$ cat src/rtl/hazard_ctrl_fsm.sv
// Hazard/stall controller for the 5-stage pipeline, placed in ID beside the decoder.
// Handles load-use and branch-in-ID hazards, memory-busy freeze, branch flush and perf counters.
module hazard_ctrl_fsm #(
    parameter int REG_AW     = 5,
    parameter int LOAD_STALL = 1,
    parameter int BR_IN_ID   = 1,
    parameter int CNT_W      = 16
) (
    input  logic              clk,
    input  logic              rst_n,
    input  logic [REG_AW-1:0] id_rs,
    input  logic [REG_AW-1:0] id_rt,
    input  logic              id_uses_rs,
    input  logic              id_uses_rt,
    input  logic              id_is_branch,
    input  logic [REG_AW-1:0] id_ex_rd,
    input  logic              id_ex_regwrite,
    input  logic              id_ex_memread,
    input  logic [REG_AW-1:0] ex_mem_rd,
    input  logic              ex_mem_memread,
    input  logic              branch_taken,
    input  logic              mem_busy,
    input  logic              perf_clr,
    output logic              pc_en,
    output logic              if_id_en,
    output logic              if_id_flush,
    output logic              id_ex_flush,
    output logic              pipe_en,
    output logic [CNT_W-1:0]  stall_cnt,
    output logic [CNT_W-1:0]  flush_cnt
);

    typedef enum logic [1:0] {IDLE = 2'd0, STALL = 2'd1, MEM_WAIT = 2'd2} state_t;
    typedef enum logic [1:0] {M_RUN = 2'd0, M_STALL = 2'd1, M_FREEZE = 2'd2} mode_t;

    // A branch waiting on a load in EX needs LOAD_STALL+1 (up to 8) bubbles, so depth is
    // one bit wider than rem; rem = d-1 always fits in 3 bits.
    localparam logic [3:0] LS  = 4'(LOAD_STALL);
    localparam logic [3:0] LS1 = 4'(LOAD_STALL + 1);

    state_t     state_reg, state_next, act_state;
    logic [2:0] rem_reg, rem_next;
    logic       ret_reg, ret_next;
    mode_t      mode;
    logic       m_ex, m_mem;
    logic [3:0] d, d_load_ex, d_alu_ex, d_load_mem;

    assign m_ex  = (id_ex_rd != '0) &&
                   ((id_uses_rs && (id_rs == id_ex_rd)) || (id_uses_rt && (id_rt == id_ex_rd)));
    assign m_mem = (ex_mem_rd != '0) &&
                   ((id_uses_rs && (id_rs == ex_mem_rd)) || (id_uses_rt && (id_rt == ex_mem_rd)));

    always_comb begin
        d_load_ex  = '0;
        d_alu_ex   = '0;
        d_load_mem = '0;
        if ((BR_IN_ID != 0) && id_is_branch) begin
            if (id_ex_memread && m_ex)                    d_load_ex  = LS1;
            if (id_ex_regwrite && !id_ex_memread && m_ex) d_alu_ex   = 4'd1;
            if (ex_mem_memread && m_mem)                  d_load_mem = LS;
        end else if (id_ex_memread && m_ex) begin
            d_load_ex = LS;
        end
        d = d_load_ex;
        if (d_alu_ex > d)   d = d_alu_ex;
        if (d_load_mem > d) d = d_load_mem;
    end

    // Leaving MEM_WAIT behaves as the return state within the same cycle.
    always_comb begin
        state_next = state_reg;
        rem_next   = rem_reg;
        ret_next   = ret_reg;
        mode       = M_RUN;
        act_state  = state_reg;
        if ((state_reg == MEM_WAIT) && !mem_busy) begin
            act_state = ret_reg ? STALL : IDLE;
        end
        case (act_state)
            IDLE: begin
                if (mem_busy) begin
                    mode       = M_FREEZE;
                    ret_next   = 1'b0;
                    state_next = MEM_WAIT;
                end else if (d != 4'd0) begin
                    mode       = M_STALL;
                    state_next = IDLE;
                    if (d > 4'd1) begin
                        rem_next   = 3'(d - 4'd1);
                        state_next = STALL;
                    end
                end else begin
                    mode       = M_RUN;
                    state_next = IDLE;
                end
            end
            STALL: begin
                if (mem_busy) begin
                    mode       = M_FREEZE;
                    ret_next   = 1'b1;
                    state_next = MEM_WAIT;
                end else begin
                    mode       = M_STALL;
                    rem_next   = rem_reg - 3'd1;
                    state_next = (rem_reg == 3'd1) ? IDLE : STALL;
                end
            end
            default: begin
                mode       = M_FREEZE;
                state_next = MEM_WAIT;
            end
        endcase
    end

    always_comb begin
        pc_en       = 1'b0;
        if_id_en    = 1'b0;
        pipe_en     = 1'b0;
        id_ex_flush = 1'b0;
        if_id_flush = 1'b0;
        if (rst_n) begin
            case (mode)
                M_RUN: begin
                    pc_en       = 1'b1;
                    if_id_en    = 1'b1;
                    pipe_en     = 1'b1;
                    if_id_flush = branch_taken;
                end
                M_STALL: begin
                    pipe_en     = 1'b1;
                    id_ex_flush = 1'b1;
                end
                default: ;
            endcase
        end
    end

    always_ff @(posedge clk) begin
        if (!rst_n) begin
            state_reg <= IDLE;
            rem_reg   <= '0;
            ret_reg   <= 1'b0;
            stall_cnt <= '0;
            flush_cnt <= '0;
        end else begin
            state_reg <= state_next;
            rem_reg   <= rem_next;
            ret_reg   <= ret_next;
            if (perf_clr) begin
                stall_cnt <= '0;
            end else if (!pc_en && (stall_cnt != '1)) begin
                stall_cnt <= stall_cnt + 1'b1;
            end
            if (perf_clr) begin
                flush_cnt <= '0;
            end else if (if_id_flush && (flush_cnt != '1)) begin
                flush_cnt <= flush_cnt + 1'b1;
            end
        end
    end

endmodule

$ cat config.mk
export PLATFORM = sky130hd
export DESIGN_NAME = hazard_ctrl_fsm
export DESIGN_NICKNAME = d
export VERILOG_FILES = /design/src/rtl/hazard_ctrl_fsm.sv
export SDC_FILE = /design/constraint.sdc
export NUM_CORES = 1
export LEC_CHECK = 0
export CORE_ASPECT_RATIO = 0.5
export CORE_UTILIZATION = 30
export DETAILED_ROUTE_END_ITERATION = 12
export GPL_TIMING_DRIVEN = 0
export PLACE_DENSITY_LB_ADDON = 0.2
export SLEW_MARGIN = 25
export SYNTH_ARGS = -nofsm -noshare
export SYNTH_HDL_FRONTEND = slang
export SYNTH_SLANG_ARGS = --single-unit
$ cat constraint.sdc
create_clock -name clk -period 3.8 [get_ports clk]
set_input_delay 0.38 -clock clk [delete_from_list [all_inputs] [get_ports clk]]
set_output_delay 0.38 -clock clk [all_outputs]
set_load 0.02 [all_outputs]
Yosys cells after proc, flatten, opt, wreduce, memory -nomap -nowiden
Index checks and enable logic that the tools add are counted.

Flip-flop bits (word level): 38. Latch bits: 0. Memory bits (writable): 0. ROM bits: 0. Output and inout port bits: 37. Memories kept: 0.

Add/subtract/negate cells: 4. $mul: 0. Divide/modulo/power cells: 0. Magnitude comparators: 3. Equality and inequality tests: 16. Shift-type cells: 0. Muxes and demuxes: 37. Bitwise logic cells: 1. Reduce and logical (&&, ||, !) cells: 28.

Operators with widths (number): adder 16 x 1 -> 16 bit (second input constant) (2); inequality test 16 bit (second input constant) (2); equality test 5 bit (4); two-way mux 1 bit (18); two-way mux 4 bit (4); two-way mux 2 bit (7); logical AND 1 bit (13); two-way mux 3 bit (4); inequality test 2 bit (second input constant) (6); nonzero test 5 bit (2); > comparator 4 bit (2); case mux 2 bit (2 select lines) (2); case mux 3 bit (2 select lines) (1); subtractor 3 x 1 -> 3 bit (second input constant) (2); AND reduction 5 bit (1); equality test 2 x 1 -> 1 bit (second input constant) (2); > comparator 4 x 1 -> 1 bit (second input constant) (1); logical NOT 2 bit (2); nonzero test 4 bit (1); OR reduction 2 bit (2); equality test 3 x 1 -> 1 bit (second input constant) (1); logical NOT 1 bit (3); AND reduction 3 bit (1); equality test 2 bit (second input constant) (1); 4 further kinds (5).

Depth between registers and ports, before layout
Depth in word-level cells: 20. Depth in mapped cells: 17. Mapped depth without buffers: 16.

Worst setup path after synthesis
No wires, ideal clock.

Path type: input port to flip-flop. Start point: in ex_mem_rd[1]. End point: reg stall_cnt[15]. Setup time: 0.071 ns. Arrival: 3.130 ns. Required time: 3.729 ns. Slack: 0.600 ns. Stages: 13. Path buffers: 0. Cell sequence: or4_1 -> o211ai_1 -> a21o_1 -> ha_1 -> o32ai_1 -> o311ai_1 -> ha_1 -> nand2_1 -> and3b_4 -> a31oi_4 -> nand4_2 -> or3_1 -> a21oi_1.

Word-level cells in the longest chain between the ends: 18. Elaborated cells on any way between the ends: 21. Classes of those cells: 1 x order compare; 2 x eq/ne; 8 x mux; 10 x reduce/logical.

Ends and longest elaborated chain: start: declaration (line 19) `input logic [REG_AW-1:0] ex_mem_rd,`; equality test 5 bit (line 51) `((id_uses_rs && (id_rs == ex_mem_rd)) || (id_uses_rt && (id_rt == ex_mem_rd)));`; logical AND 1 bit (line 51); logical OR 1 bit (line 51); logical AND 1 bit (*) (line 50) `assign m_mem = (ex_mem_rd != '0) &&`; logical AND 1 bit (*) (line 60) `if (ex_mem_memread && m_mem) d_load_mem = LS;`; two-way mux 1 bit (*) (line 60); two-way mux 1 bit (*) (line 57) `if ((BR_IN_ID != 0) && id_is_branch) begin`; > comparator 4 bit (line 66) `if (d_load_mem > d) d = d_load_mem;`; [... 2 more ...]; two-way mux 1 bit (*) (line 85) `end else if (d != 4'd0) begin`; two-way mux 2 bit (*) (line 81) `if (mem_busy) begin`; case mux 2 bit (2 select lines) (*) (line 79) `case (act_state)`; logical NOT 2 bit (*); two-way mux 1 bit (*) (2 in a row); via if_id_en (line 25) `output logic if_id_en,`; logical NOT 1 bit (*) (line 151) `end else if (!pc_en && (stall_cnt != '1)) begin`; logical AND 1 bit (*) (line 151); end signal: assignment (line 152) `stall_cnt <= stall_cnt + 1'b1;`; end: declaration (line 29) `output logic [CNT_W-1:0] stall_cnt,`.

Mark *: on every way through the listed nets, which the timed path passes. The rest lies on a longest branch. A chain may end at the register's enable or synchronous reset.

Worst setup path in the final report
Start point: in ex_mem_rd[3]. End point: out if_id_flush.

Word-level cells in the longest chain between the ends: 16. Elaborated cells on any way between the ends: 19. Classes of those cells: 1 x order compare; 2 x eq/ne; 8 x mux; 8 x reduce/logical.

Ends and longest elaborated chain: equality test 5 bit (line 51); logical AND 1 bit (line 51); logical OR 1 bit (line 51); logical AND 1 bit (*) (line 50); logical AND 1 bit (*) (line 60); two-way mux 1 bit (*) (line 60); two-way mux 1 bit (*) (line 57); > comparator 4 bit (line 66); two-way mux 4 bit (*) (line 66); nonzero test 4 bit (*) (line 85); two-way mux 1 bit (*) (line 85); two-way mux 2 bit (*) (line 81); case mux 2 bit (2 select lines) (*) (line 79); logical NOT 2 bit (*) (line 122) `case (mode)`; two-way mux 1 bit (*) (line 122); two-way mux 1 bit (*) (line 121) `if (rst_n) begin`; end: declaration (line 26) `output logic if_id_flush,`.

Mark *: on every way between the ends. The rest lies on a longest branch, timed or not.

==> flow_summary.json <==
{
  "synth-edff-count": 0,
  "drv_cap": 0,
  "rows": 22,
  "r2r_cells": 7,
  "max_slew_margin_pct": 61.1,
  "dominantRegCellSynth": "dfxtp_1",
  "wl_um": 6000,
  "finalNetCount": 384,
  "grt_max_degree": 13,
  "hold_class": "in -> reg",
  "area_growth_pct": 45.2,
  "rsz0062_at_grt": "false",
  "power_density_mw_per_mm2": 297,
  "status": "complete, but fails checks",
  "seq_area_frac_synth_pct": 33.3,
  "yosysWarnings": 0,
  "synth_area_leader_cell": "dfxtp_1",
  "grtUsageTotal_pct": 15.7,
  "avgSynthCellArea_um2": 8.45,
  "cp_top_family": "buffers and inverters",
  "insertedDiodeCount": 0,
  "worst_r2r_endpoint": "flush_cnt[11]$_SDFFE_PP0P_",
  "start_util_pct": 31.1,
  "cts_tree": "yes",
  "synth_compound_area_share_pct": 12.1,
  "setup_viol": 0,
  "cts.hold.buffers_added": 0,
  "crit_arrival_ns": 3.26,
  "route.vias.total": 2210,
  "antenna_found_initial": 0,
  "synth_xor_area_share_pct": 16.5,
  "antenna_left": 0,
  "grt_pass1_vias": 2168,
  "drc": 7,
  "die_area_mm2": 0.00798,
  "cts-buffers-inserted": 5,
  "synth_seq_cells": 38,
  "io_pins": 68,
  "violations": "design-rule violations",
  "syn-num-nets": 307,
  "critical_path_class": "in -> out",
  "io_buffers": 66,
  "coreArea_mm2": 0.00735,
  "via_per_inst": 4.98,
  "place_ws_ns": -0.400,
  "dr.pass1.iters": 8,
  "r2r-start": "flush_cnt[3]$_SDFFE_PP0P_",
  "grt.overflow.total": 0,
  "fmax_mhz": 274,
  "postSynth.asyncResetShare_pct": 0,
  "end_kind": "primary output",
  "worst_hold_slack_ns": 0.383,
  "worst-endpoint-required_ns": 3.42,
  "wl_per_cell_um": 13.5,
  "finalCritPeriodShare_pct": 95.9,
  "maxSlewViolCount": 0,
  "min_to": "state_reg[1]$_SDFF_PN0_",
  "crit_fanout": 4,
  "p_leak_uw": 0.00118,
  "synth_top_cell_area_share_pct": 33.3,
  "synth_simple_gate_area_share_pct": 29.8,
  "die_x_um": 125,
  "netlist_area_mm2": 0.00228,
  "cts_root_buffer": "clkbuf_16",
  "path_cells": "clkdlybuf4s50_1 > or4_1 > o211ai_1 > a21o_1 > ha_4 > o22ai_1 > o32ai_1 > o311ai_1 > ha_2 > nand2_1 > nand4b_1 > buf_4 > clkinv_2 > clkbuf_2",
  "dp_hpwl_um": 4520,
  "hold_depth": 3,
  "grt_pass1_wl_um": 10100,
  "drive_gt1_share_pct": 10.6,
  "ctsLongestPathBuffers": 2,
  "irDropWorstVdd_uv": 184,
  "finalHoldViolCount": 0,
  "htreeDepth": 2,
  "clk_pin_slew_worst_paths_ns": 0.05,
  "finalClockSkew_ns": 0.00543,
  "cts_sinks": 38,
  "start_kind": "input pin",
  "drtIter0Drc": 61,
  "clk_latency_ns": 0.28,
  "crit_path_top_delay_cell": "or4_1",
  "syn_inst": 270,
  "path_buf_inv": 4,
  "slowest_delay_ns": 0.48,
  "synthTopCellsByArea": "dfxtp_1 33%, xor2_1 8.4%, xnor2_1 8.1%",
  "synth_top_family_by_area": "simple AND/OR/NAND/NOR gates",
  "synth_cell_type_count": 51,
  "die_h_um": 63.7,
  "layout_setup_ws_ns": 0.155,
  "r2r_slack_ns": 1.84,
  "finalNonFillerCells": 444,
  "gp_congestion": 0.805,
  "fin_crit_ns": 3.64,
  "hp-start": "mem_busy",
  "dp.cells": 432,
  "fin_util_pct": 45.1,
  "worst_pin_slew_ns": 0.582,
  "muxShareOfSynthArea_pct": 1.32,
  "placed_cell_area_mm2": 0.00306,
  "final_area_mm2": 0.00331,
  "synth-adder-area-share_pct": 3.29
}
-- routing by layer --
layer | vias to the layer above | GRT usage, % | share of wire [%] | routed length, um
li1 | 1113 | - | - | -
met1 | 1043 | 19.0 | 48 | 2870
met2 | 49 | 28.5 | 47 | 2810
met3 | 5 | 3.82 | 4.6 | 275
met4 | 0 | 3.05 | 0.67 | 40
met5 | - | 0 | 0 | 0
-- cells by family after synthesis --
family,count (synthesis)
xor+xnor,43
flops,38
simple gates,123
compound gates,40
mux,3
fa+ha+maj,6
buf+inv,17
-- synthesized netlist by cell type (all sizes together) (3+ instances only) --
master / number
nor4: 8
xor2: 22
a21oi: 15
o21ai: 9
o211ai: 3
ha: 6
mux2i: 3
and3: 6
nand2: 21
clkbuf: 3
nand3: 17
nor2: 36
inv: 9
dfxtp: 38
nand4: 12
or3: 9
buf: 4
xnor2: 21
-- power breakdown --
part           internal [uW]  switching [uW]
Combinational           60.6            55.9
Clock                    307             156
Sequential               401            2.58
-- repair_timing --
| action | CTS | global route |
|---|---|---|
| gates resized for setup | 8 | 11 |
| setup endpoints to repair | 6 | 20 |
| setup buffers | 1 | 3 |
| pin swaps | 2 | 5 |
-- tightest hold or removal path, stage by stage --
cell and delay (ns):
buf_6 0.10, a21oi_1 0.06, nor2_1 0.08
-- placed cells by master, fill, tap and decap left out, types with 6 or more instances in the layout --
cell	instances
xor2_1	22
a21oi_1	14
nand4_1	11
nand2_1	21
o21ai_0	6
inv_1	9
xnor2_1	21
dfxtp_1	38
nand3_1	16
buf_4	6
clkdlybuf4s50_1	60
or3_1	9
nor2_1	35
-- worst max path at each step --
stage	from	to	slack (ns)	depth (start not counted)
6_report	ex_mem_rd[3]	if_id_flush	0.16	14
5_1_grt	ex_mem_rd[3]	stall_cnt[15]$_SDFFE_PP0P_	0.01	14
4_1_cts	ex_mem_rd[1]	if_id_flush	0.02	14
3_5_place_dp	id_ex_rd[1]	pc_en	-0.40	15
3_3_place_gp	id_ex_rd[1]	pc_en	-0.35	15
2_1_floorplan	ex_mem_rd[1]	stall_cnt[15]$_SDFFE_PP0P_	0.60	13
-- cell type report --
| cell class | count | area [um2] |
|---|---|---|
| Fill cell | 726 | 4040 |
| Multi-Input combinational cell | 215 | 1500 |
| Sequential cell | 38 | 761 |
| Timing Repair Buffer | 70 | 687 |
| Clock buffer | 5 | 125 |
| Tap cell | 96 | 120 |
| Buffer | 7 | 46.3 |
| Clock inverter | 3 | 40.0 |
| Inverter | 10 | 38.8 |
-- stage by stage --
step / power [uW] / TNS [ns]
floorplan: 466 / 0
detailed placement: 524 / -5.83
finish: 983 / 0
global placement: 522 / -4.43
global route: 1030 / 0
CTS: 993 / 0
(Power assumes the default switching activity.)
